File: src/rtl/execute_stage_mdu.sv
// execute_stage_mdu: RISC-V execute stage with ALU, branch evaluation and an
// iterative multiply/divide unit, plus the E->M pipeline register.
// Ports:
//   clk, rst                  clock, synchronous active-high reset
//   *E controls               decode controls for the instruction in E
//   FlushE                    kill the E instruction, abort the MDU
//   ALUControlE/BranchOpE/MulDivOpE  operation selects
//   RD1_E, RD2_E, Imm_Ext_E, PCE, PCPlus4E, ResultW  operands, PCs, W result
//   RD_E, ForwardA_E, ForwardB_E  destination register and forward selects
//   StallE, PCSrcE, PCTargetE combinational hazard/redirect outputs
//   *M outputs                registered E->M state
module execute_stage_mdu #(
    parameter int unsigned XLEN = 32
) (
    input  logic            clk,
    input  logic            rst,
    input  logic            ValidE,
    input  logic            RegWriteE,
    input  logic            ALUSrcE,
    input  logic            MemWriteE,
    input  logic            ResultSrcE,
    input  logic            BranchE,
    input  logic            JumpE,
    input  logic            MulDivE,
    input  logic            FlushE,
    input  logic [3:0]      ALUControlE,
    input  logic [2:0]      BranchOpE,
    input  logic [2:0]      MulDivOpE,
    input  logic [XLEN-1:0] RD1_E,
    input  logic [XLEN-1:0] RD2_E,
    input  logic [XLEN-1:0] Imm_Ext_E,
    input  logic [XLEN-1:0] PCE,
    input  logic [XLEN-1:0] PCPlus4E,
    input  logic [XLEN-1:0] ResultW,
    input  logic [4:0]      RD_E,
    input  logic [1:0]      ForwardA_E,
    input  logic [1:0]      ForwardB_E,
    output logic            StallE,
    output logic            PCSrcE,
    output logic [XLEN-1:0] PCTargetE,
    output logic            ValidM,
    output logic            RegWriteM,
    output logic            MemWriteM,
    output logic            ResultSrcM,
    output logic [4:0]      RD_M,
    output logic [XLEN-1:0] PCPlus4M,
    output logic [XLEN-1:0] WriteDataM,
    output logic [XLEN-1:0] ALU_ResultM
);

    localparam int unsigned SHW = $clog2(XLEN);
    localparam int unsigned CW  = $clog2(XLEN + 1);
    localparam logic [XLEN-1:0] SMIN = {1'b1, {(XLEN-1){1'b0}}};

    typedef enum logic [1:0] {IDLE = 2'd0, BUSY = 2'd1, DONE = 2'd2} state_t;

    state_t          state_q, state_d;
    logic [XLEN-1:0] fwd_a, fwd_b, src_b, alu_res;
    logic [SHW-1:0]  shamt;
    logic            br_cond, valid_e, mdu_req;

    // Operand forwarding; select 11 falls back to the register file
    always_comb begin
        fwd_a = RD1_E;
        fwd_b = RD2_E;
        case (ForwardA_E)
            2'b01:   fwd_a = ResultW;
            2'b10:   fwd_a = ALU_ResultM;
            default: fwd_a = RD1_E;
        endcase
        case (ForwardB_E)
            2'b01:   fwd_b = ResultW;
            2'b10:   fwd_b = ALU_ResultM;
            default: fwd_b = RD2_E;
        endcase
    end

    assign src_b = ALUSrcE ? Imm_Ext_E : fwd_b;
    assign shamt = src_b[SHW-1:0];

    // ALU
    always_comb begin
        alu_res = '0;
        case (ALUControlE)
            4'd0:    alu_res = fwd_a + src_b;
            4'd1:    alu_res = fwd_a - src_b;
            4'd2:    alu_res = fwd_a & src_b;
            4'd3:    alu_res = fwd_a | src_b;
            4'd4:    alu_res = fwd_a ^ src_b;
            4'd5:    alu_res = XLEN'($signed(fwd_a) < $signed(src_b));
            4'd6:    alu_res = XLEN'(fwd_a < src_b);
            4'd7:    alu_res = fwd_a << shamt;
            4'd8:    alu_res = fwd_a >> shamt;
            4'd9:    alu_res = XLEN'($signed(fwd_a) >>> shamt);
            default: alu_res = '0;
        endcase
    end

    // Branch condition on forwarded operands
    always_comb begin
        br_cond = 1'b0;
        case (BranchOpE)
            3'b000:  br_cond = (fwd_a == fwd_b);
            3'b001:  br_cond = (fwd_a != fwd_b);
            3'b100:  br_cond = ($signed(fwd_a) <  $signed(fwd_b));
            3'b101:  br_cond = ($signed(fwd_a) >= $signed(fwd_b));
            3'b110:  br_cond = (fwd_a <  fwd_b);
            3'b111:  br_cond = (fwd_a >= fwd_b);
            default: br_cond = 1'b0;
        endcase
    end

    // Reset masks the incoming instruction so nothing stalls or redirects
    assign valid_e   = ValidE & ~rst;
    assign mdu_req   = valid_e & MulDivE & ~FlushE;
    assign StallE    = ~rst & (((state_q == IDLE) & mdu_req) | (state_q == BUSY));
    assign PCSrcE    = valid_e & ~FlushE & ~MulDivE & ((BranchE & br_cond) | JumpE);
    assign PCTargetE = PCE + Imm_Ext_E;

    // MDU latched operands and divider state
    logic [2:0]      op_q;
    logic [XLEN-1:0] a_q, b_q, pcp4_q, quo_q, rem_q, dvs_q;
    logic [4:0]      rd_q;
    logic            regw_q;
    logic [CW-1:0]   cnt_q;
    logic            sgn_in;
    logic [XLEN-1:0] mag_a, mag_b;
    logic [XLEN:0]   rem_sh, rem_diff;
    logic            rem_ok;

    // Division works on magnitudes; signs are restored when the result is taken
    assign sgn_in = MulDivOpE[2] & ~MulDivOpE[0];
    assign mag_a  = (sgn_in & fwd_a[XLEN-1]) ? -fwd_a : fwd_a;
    assign mag_b  = (sgn_in & fwd_b[XLEN-1]) ? -fwd_b : fwd_b;

    // One restoring-division step: shift in the next dividend bit, try subtract
    assign rem_sh   = {rem_q, quo_q[XLEN-1]};
    assign rem_diff = rem_sh - {1'b0, dvs_q};
    assign rem_ok   = rem_sh[XLEN] | ~rem_diff[XLEN];

    always_ff @(posedge clk) begin
        if (rst) begin
            op_q   <= '0;
            a_q    <= '0;
            b_q    <= '0;
            rd_q   <= '0;
            pcp4_q <= '0;
            regw_q <= 1'b0;
            cnt_q  <= '0;
            quo_q  <= '0;
            rem_q  <= '0;
            dvs_q  <= '0;
        end else if (state_q == IDLE) begin
            if (mdu_req) begin
                op_q   <= MulDivOpE;
                a_q    <= fwd_a;
                b_q    <= fwd_b;
                rd_q   <= RD_E;
                pcp4_q <= PCPlus4E;
                regw_q <= RegWriteE;
                cnt_q  <= MulDivOpE[2] ? CW'(XLEN) : '0;
                quo_q  <= mag_a;
                rem_q  <= '0;
                dvs_q  <= mag_b;
            end
        end else if (state_q == BUSY) begin
            cnt_q <= cnt_q - CW'(1);
            quo_q <= {quo_q[XLEN-2:0], rem_ok};
            rem_q <= rem_ok ? rem_diff[XLEN-1:0] : rem_sh[XLEN-1:0];
        end
    end

    // FSM state register
    always_ff @(posedge clk) begin
        if (rst) state_q <= IDLE;
        else     state_q <= state_d;
    end

    // FSM next state; flush aborts from any state
    always_comb begin
        state_d = state_q;
        case (state_q)
            IDLE:    if (mdu_req) state_d = MulDivOpE[2] ? BUSY : DONE;
            BUSY:    if (cnt_q == CW'(1)) state_d = DONE;
            DONE:    state_d = IDLE;
            default: state_d = IDLE;
        endcase
        if (FlushE) state_d = IDLE;
    end

    // MDU result selection, including divide-by-zero and signed overflow
    logic            a_s, b_s, sgn_q;
    logic [2*XLEN-1:0] a_ext, b_ext, prod;
    logic [XLEN-1:0] quo_fix, rem_fix, mdu_res;

    assign a_s   = (op_q == 3'b001) | (op_q == 3'b010);
    assign b_s   = (op_q == 3'b001);
    assign a_ext = {{XLEN{a_s & a_q[XLEN-1]}}, a_q};
    assign b_ext = {{XLEN{b_s & b_q[XLEN-1]}}, b_q};
    assign prod  = a_ext * b_ext;
    assign sgn_q = ~op_q[0];

    always_comb begin
        quo_fix = quo_q;
        rem_fix = rem_q;
        if (b_q == '0) begin
            quo_fix = '1;
            rem_fix = a_q;
        end else if (sgn_q & (a_q == SMIN) & (b_q == '1)) begin
            quo_fix = a_q;
            rem_fix = '0;
        end else begin
            if (sgn_q & (a_q[XLEN-1] ^ b_q[XLEN-1])) quo_fix = -quo_q;
            if (sgn_q & a_q[XLEN-1])                 rem_fix = -rem_q;
        end
        mdu_res = '0;
        case (op_q)
            3'b000:          mdu_res = prod[XLEN-1:0];
            3'b001, 3'b010,
            3'b011:          mdu_res = prod[2*XLEN-1:XLEN];
            3'b100, 3'b101:  mdu_res = quo_fix;
            default:         mdu_res = rem_fix;
        endcase
    end

    // E->M pipeline register
    always_ff @(posedge clk) begin
        if (rst) begin
            ValidM      <= 1'b0;
            RegWriteM   <= 1'b0;
            MemWriteM   <= 1'b0;
            ResultSrcM  <= 1'b0;
            RD_M        <= '0;
            PCPlus4M    <= '0;
            WriteDataM  <= '0;
            ALU_ResultM <= '0;
        end else if (FlushE || (StallE && state_q != DONE)) begin
            ValidM    <= 1'b0;
            RegWriteM <= 1'b0;
            MemWriteM <= 1'b0;
        end else if (state_q == DONE) begin
            ValidM      <= 1'b1;
            RegWriteM   <= regw_q;
            MemWriteM   <= 1'b0;
            ResultSrcM  <= 1'b0;
            RD_M        <= rd_q;
            PCPlus4M    <= pcp4_q;
            WriteDataM  <= b_q;
            ALU_ResultM <= mdu_res;
        end else begin
            ValidM      <= ValidE;
            RegWriteM   <= ValidE & RegWriteE;
            MemWriteM   <= ValidE & MemWriteE;
            ResultSrcM  <= ValidE & ResultSrcE;
            RD_M        <= RD_E;
            PCPlus4M    <= PCPlus4E;
            WriteDataM  <= fwd_b;
            ALU_ResultM <= alu_res;
        end
    end

endmodule

File: config.mk
export PLATFORM = sky130hd
export DESIGN_NAME = execute_stage_mdu
export DESIGN_NICKNAME = d
export VERILOG_FILES = /design/src/rtl/execute_stage_mdu.sv
export SDC_FILE = /design/constraint.sdc
export NUM_CORES = 2
export LEC_CHECK = 0
export CAP_MARGIN = 20
export CORE_ASPECT_RATIO = 1.75
export CORE_UTILIZATION = 55
export CTS_CLUSTER_DIAMETER = 120
export CTS_CLUSTER_SIZE = 25
export DETAILED_ROUTE_END_ITERATION = 8
export HOLD_SLACK_MARGIN = 0.05
export PLACE_DENSITY = 0.74
export SLEW_MARGIN = 10
export SYNTH_ARGS = -nofsm -noshare
export SYNTH_HDL_FRONTEND = slang
export SYNTH_SLANG_ARGS = --single-unit
File: constraint.sdc
create_clock -name clk -period 10 [get_ports clk]
set_input_delay 2 -clock clk [delete_from_list [all_inputs] [get_ports clk]]
set_output_delay 2 -clock clk [all_outputs]
set_load 0.02 [all_outputs]
==> out/qor.yml <==
vias: 69490
cts_hold_buf: 0
ys_seq_elements: 313
pwr-share-comb: 0.565
post-route-period-util: 0.9807
die_h_um: 467.6
crit_path_start_kind: "register"
cts_buffer_depth: 3
drtIter0Drc: 8671
dr.pass1.iters: 9
core_mm2: 0.1227
hpwl_mm: 266.3
setup_slack_ps: 193.2
utilization: 0.6132
wire_per_inst_um: 32.77
cts_root_buf: "clkbuf_16"
multi_input_area_mm2: 0.05447
grt.met2_usage: 0.8584
dieWidth_um: 268.1
switching_share: 0.5097
hp-class: "register to register"
synth_edf_count: 0
synthArstFlopShare: 0
placed_area_mm2: 0.07419
r2r_slack_ps: 190
dp_slack_ps: 445.9
antenna_found_initial: 52
tightestPinTransition_ps: 1344
gp_congestion: 1.088
numCtsBuffers: 18
io_buffers: 360
synth_cells: 8497
instances_no_fill: 10330
final_area_mm2: 0.07526
grtUsageTotal: 0.5561
syn_area_mm2: 0.06813
nets: 10400
path_class: "register to register"
ff_latch_area_mm2: 0.006289
p_leak_nw: 33.86
syn_nets: 10260
ant_nets: 0
area_growth_pct: 10.46
p_per_area_mw_per_mm2: 71.12
p_switching_mw: 2.728
ir_worst_vdd_v: 0.0001565
grt_pass1_wl_mm: 498.7
seqPwrFrac: 0.266
cts_tree: "done"
path_clk_slew_ps: 120
top_usage_layer: "met2"
crit_arrival_ps: 10300
end_kind: "register"
initial_utilization: 0.5551
intPower_mw: 2.624
cp_data_required_time_ps: 10490
drive_above_1_share: 0.06007
hold_viol_final: 0
cts.sinks: 313
dieArea_mm2: 0.1253
clock_skew_ps: 60.33
synth_flop_cell: "dfxtp_1"
fillCellCount: 10120
drv_cap: 0
pin_count: 361
gr-total-overflow: 0
vias_per_cell: 6.727
yosys_warnings: 0
dp_cells: 10230
met3_usage: 0.2507
setup_viol: 0
num_rows: 170
rsz0062_at_grt: "yes"
ys_types: 96
clock_latency_ps: 630
critPathMaxFanout: 17
slew_viol_final: 0
grt_pass1_vias: 74250
h-tree-depth: 1
fmax_ghz: 0.1020
grt_max_degree: 160
status: "complete, but fails checks"
period_minus_slack_ps: 9807
ys_seq_area_frac: 0.09197
use_met1: 0.5041
drcViolationCount: 10
routed_wl_mm: 338.5
violations: "design-rule violations"
syn_avg_cell_area_um2: 8.018
clock_power_share: 0.169
maxSlewHeadroom: 0.09478
sequential cells by signal, summed over array words and instances (netlist names), 2 cells and up:
register / flops
pcp4_q: 32
op_q: 3
cnt_q: 6
PCPlus4M: 32
ALU_ResultM: 32
state_q: 2
rd_q: 5
a_q: 32
RD_M: 5
rem_q: 32
WriteDataM: 32
dvs_q: 31
b_q: 32
quo_q: 32
worst max-delay path, stage by stage, from the launching register on:
cell and delay, ps:
dfxtp_1 1080, buf_4 440, nand2_1 130, fa_1 540, inv_1 50, fa_1 560
inv_1 70, fa_1 520, fa_1 530, fa_1 590, inv_1 90, fa_1 490
inv_1 60, fa_1 390, fa_1 520, inv_1 50, ha_1 420, nand2_1 320
nor2_1 120, and2_1 290, a221o_1 380, a21oi_1 560, o21ai_0 230, xor2_1 310
o221ai_1 150, or3_1 450, a311oi_1 320
Yosys cell counts, drive strengths merged, types with 23 or more instances:
master,instances,area share
and3,27,0.0025
fa,1129,0.33
nor4,39,0.0038
buf,124,0.0086
or3,35,0.0033
nand4,46,0.0043
a21o,78,0.0086
o31ai,34,0.0037
nand3b,99,0.011
nand3,62,0.0046
nand2b,35,0.0032
ha,415,0.076
a211oi,122,0.013
o221ai,23,0.0030
a22oi,56,0.0062
or2,29,0.0027
and2,307,0.028
a31oi,59,0.0054
a221o,46,0.0068
xor2,93,0.012
a21oi,294,0.022
a311oi,55,0.0071
o21ai,414,0.031
clkbuf,479,0.027
nand2,1272,0.070
o211ai,58,0.0064
o21a,62,0.0068
nor2b,37,0.0034
inv,1365,0.075
dfxtp,313,0.092
a221oi,56,0.0072
xnor2,168,0.022
o21bai,25,0.0028
nor2,536,0.030
mux2i,128,0.019
nor3,145,0.011
o22ai,33,0.0030
cells by family (layout without fill, tap and decap cells):
| family | after synthesis | after routing | share of synthesized area |
|---|---|---|---|
| simple gates | 2711 | 2711 | 0.1822 |
| mux | 145 | 145 | 0.02178 |
| xor+xnor | 261 | 261 | 0.03355 |
| flops | 313 | 313 | 0.09197 |
| compound gates | 1553 | 1553 | 0.1512 |
| buf+inv | 1970 | 2113 | 0.1113 |
| other cells | 0 | 55 | 0 |
| fa+ha+maj | 1544 | 1544 | 0.4080 |
placed cells by master (no fill, tap or decap), drive strengths merged, types with 39 or more instances in the layout:
cell type,count
nand4,46
mux2i,128
a221o,46
nand3,62
nand3b,99
ha,415
nor2,536
and2,307
diode,55
o21a,62
a21oi,294
a221oi,56
xor2,93
buf,361
nor3,145
o211ai,58
clkdlybuf4s50,357
a211oi,122
nor4,39
fa,1129
nand2,1272
a21o,78
a22oi,56
a31oi,59
dfxtp,313
o21ai,414
inv,1367
xnor2,168
a311oi,55
power groups by stage:
stage                     clock, mW  sequential (mW)  combinational [mW]
after global placement            0             1.44                2.79
final                         0.907             1.42                3.02
after floorplan                   0             1.40                1.52
after detailed placement          0             1.44                2.80
after CTS                     0.893             1.42                2.82
after global routing          0.931             1.42                3.10
timing repair:
item	CTS	global route
hold endpoints to repair	0	0
resized for setup	0	4
endpoints found under the setup margin	0	8
setup buffers	0	3
path summary, 6_finish.rpt:
kind	from	to	cells after the start
max	a_q[24]	ALU_ResultM[15]	26
min	pcp4_q[8]	PCPlus4M[8]	2
max reg2reg	a_q[24]	ALU_ResultM[15]	26
min reg2reg	pcp4_q[8]	PCPlus4M[8]	2
final cells by class:
class	count	share of cell area
timing repair buffer	721	0.08830
clock inverter	8	0.001297
antenna	55	0.001829
sequential	313	0.08356
multi-input combinational	6214	0.7237
tap	1634	0.02717
clock buffer	18	0.005985
inverter	1366	0.06813
per-layer routing:
| metal | wire (µm) | part of all wire | vias up |
|---|---|---|---|
| met2 | 153000 | 0.45 | 5949 |
| met5 | 555 | 0.0016 | - |
| met4 | 50960 | 0.15 | 27 |
| met3 | 38230 | 0.11 | 2761 |
| li1 | - | - | 27630 |
| met1 | 95720 | 0.28 | 33120 |
per-stage QoR:
stage | setup TNS (ps) | power [mW] | hold WS, ps
CTS | 0 | 5.128 | 478.3
global route | -13.19 | 5.456 | 504.6
floorplan | 0 | 2.918 | 440.2
finish | 0 | 5.353 | 478.1
detailed placement | 0 | 4.247 | 468.8
global placement | 0 | 4.230 | 456.4
Power figures use the tool's default switching activity.
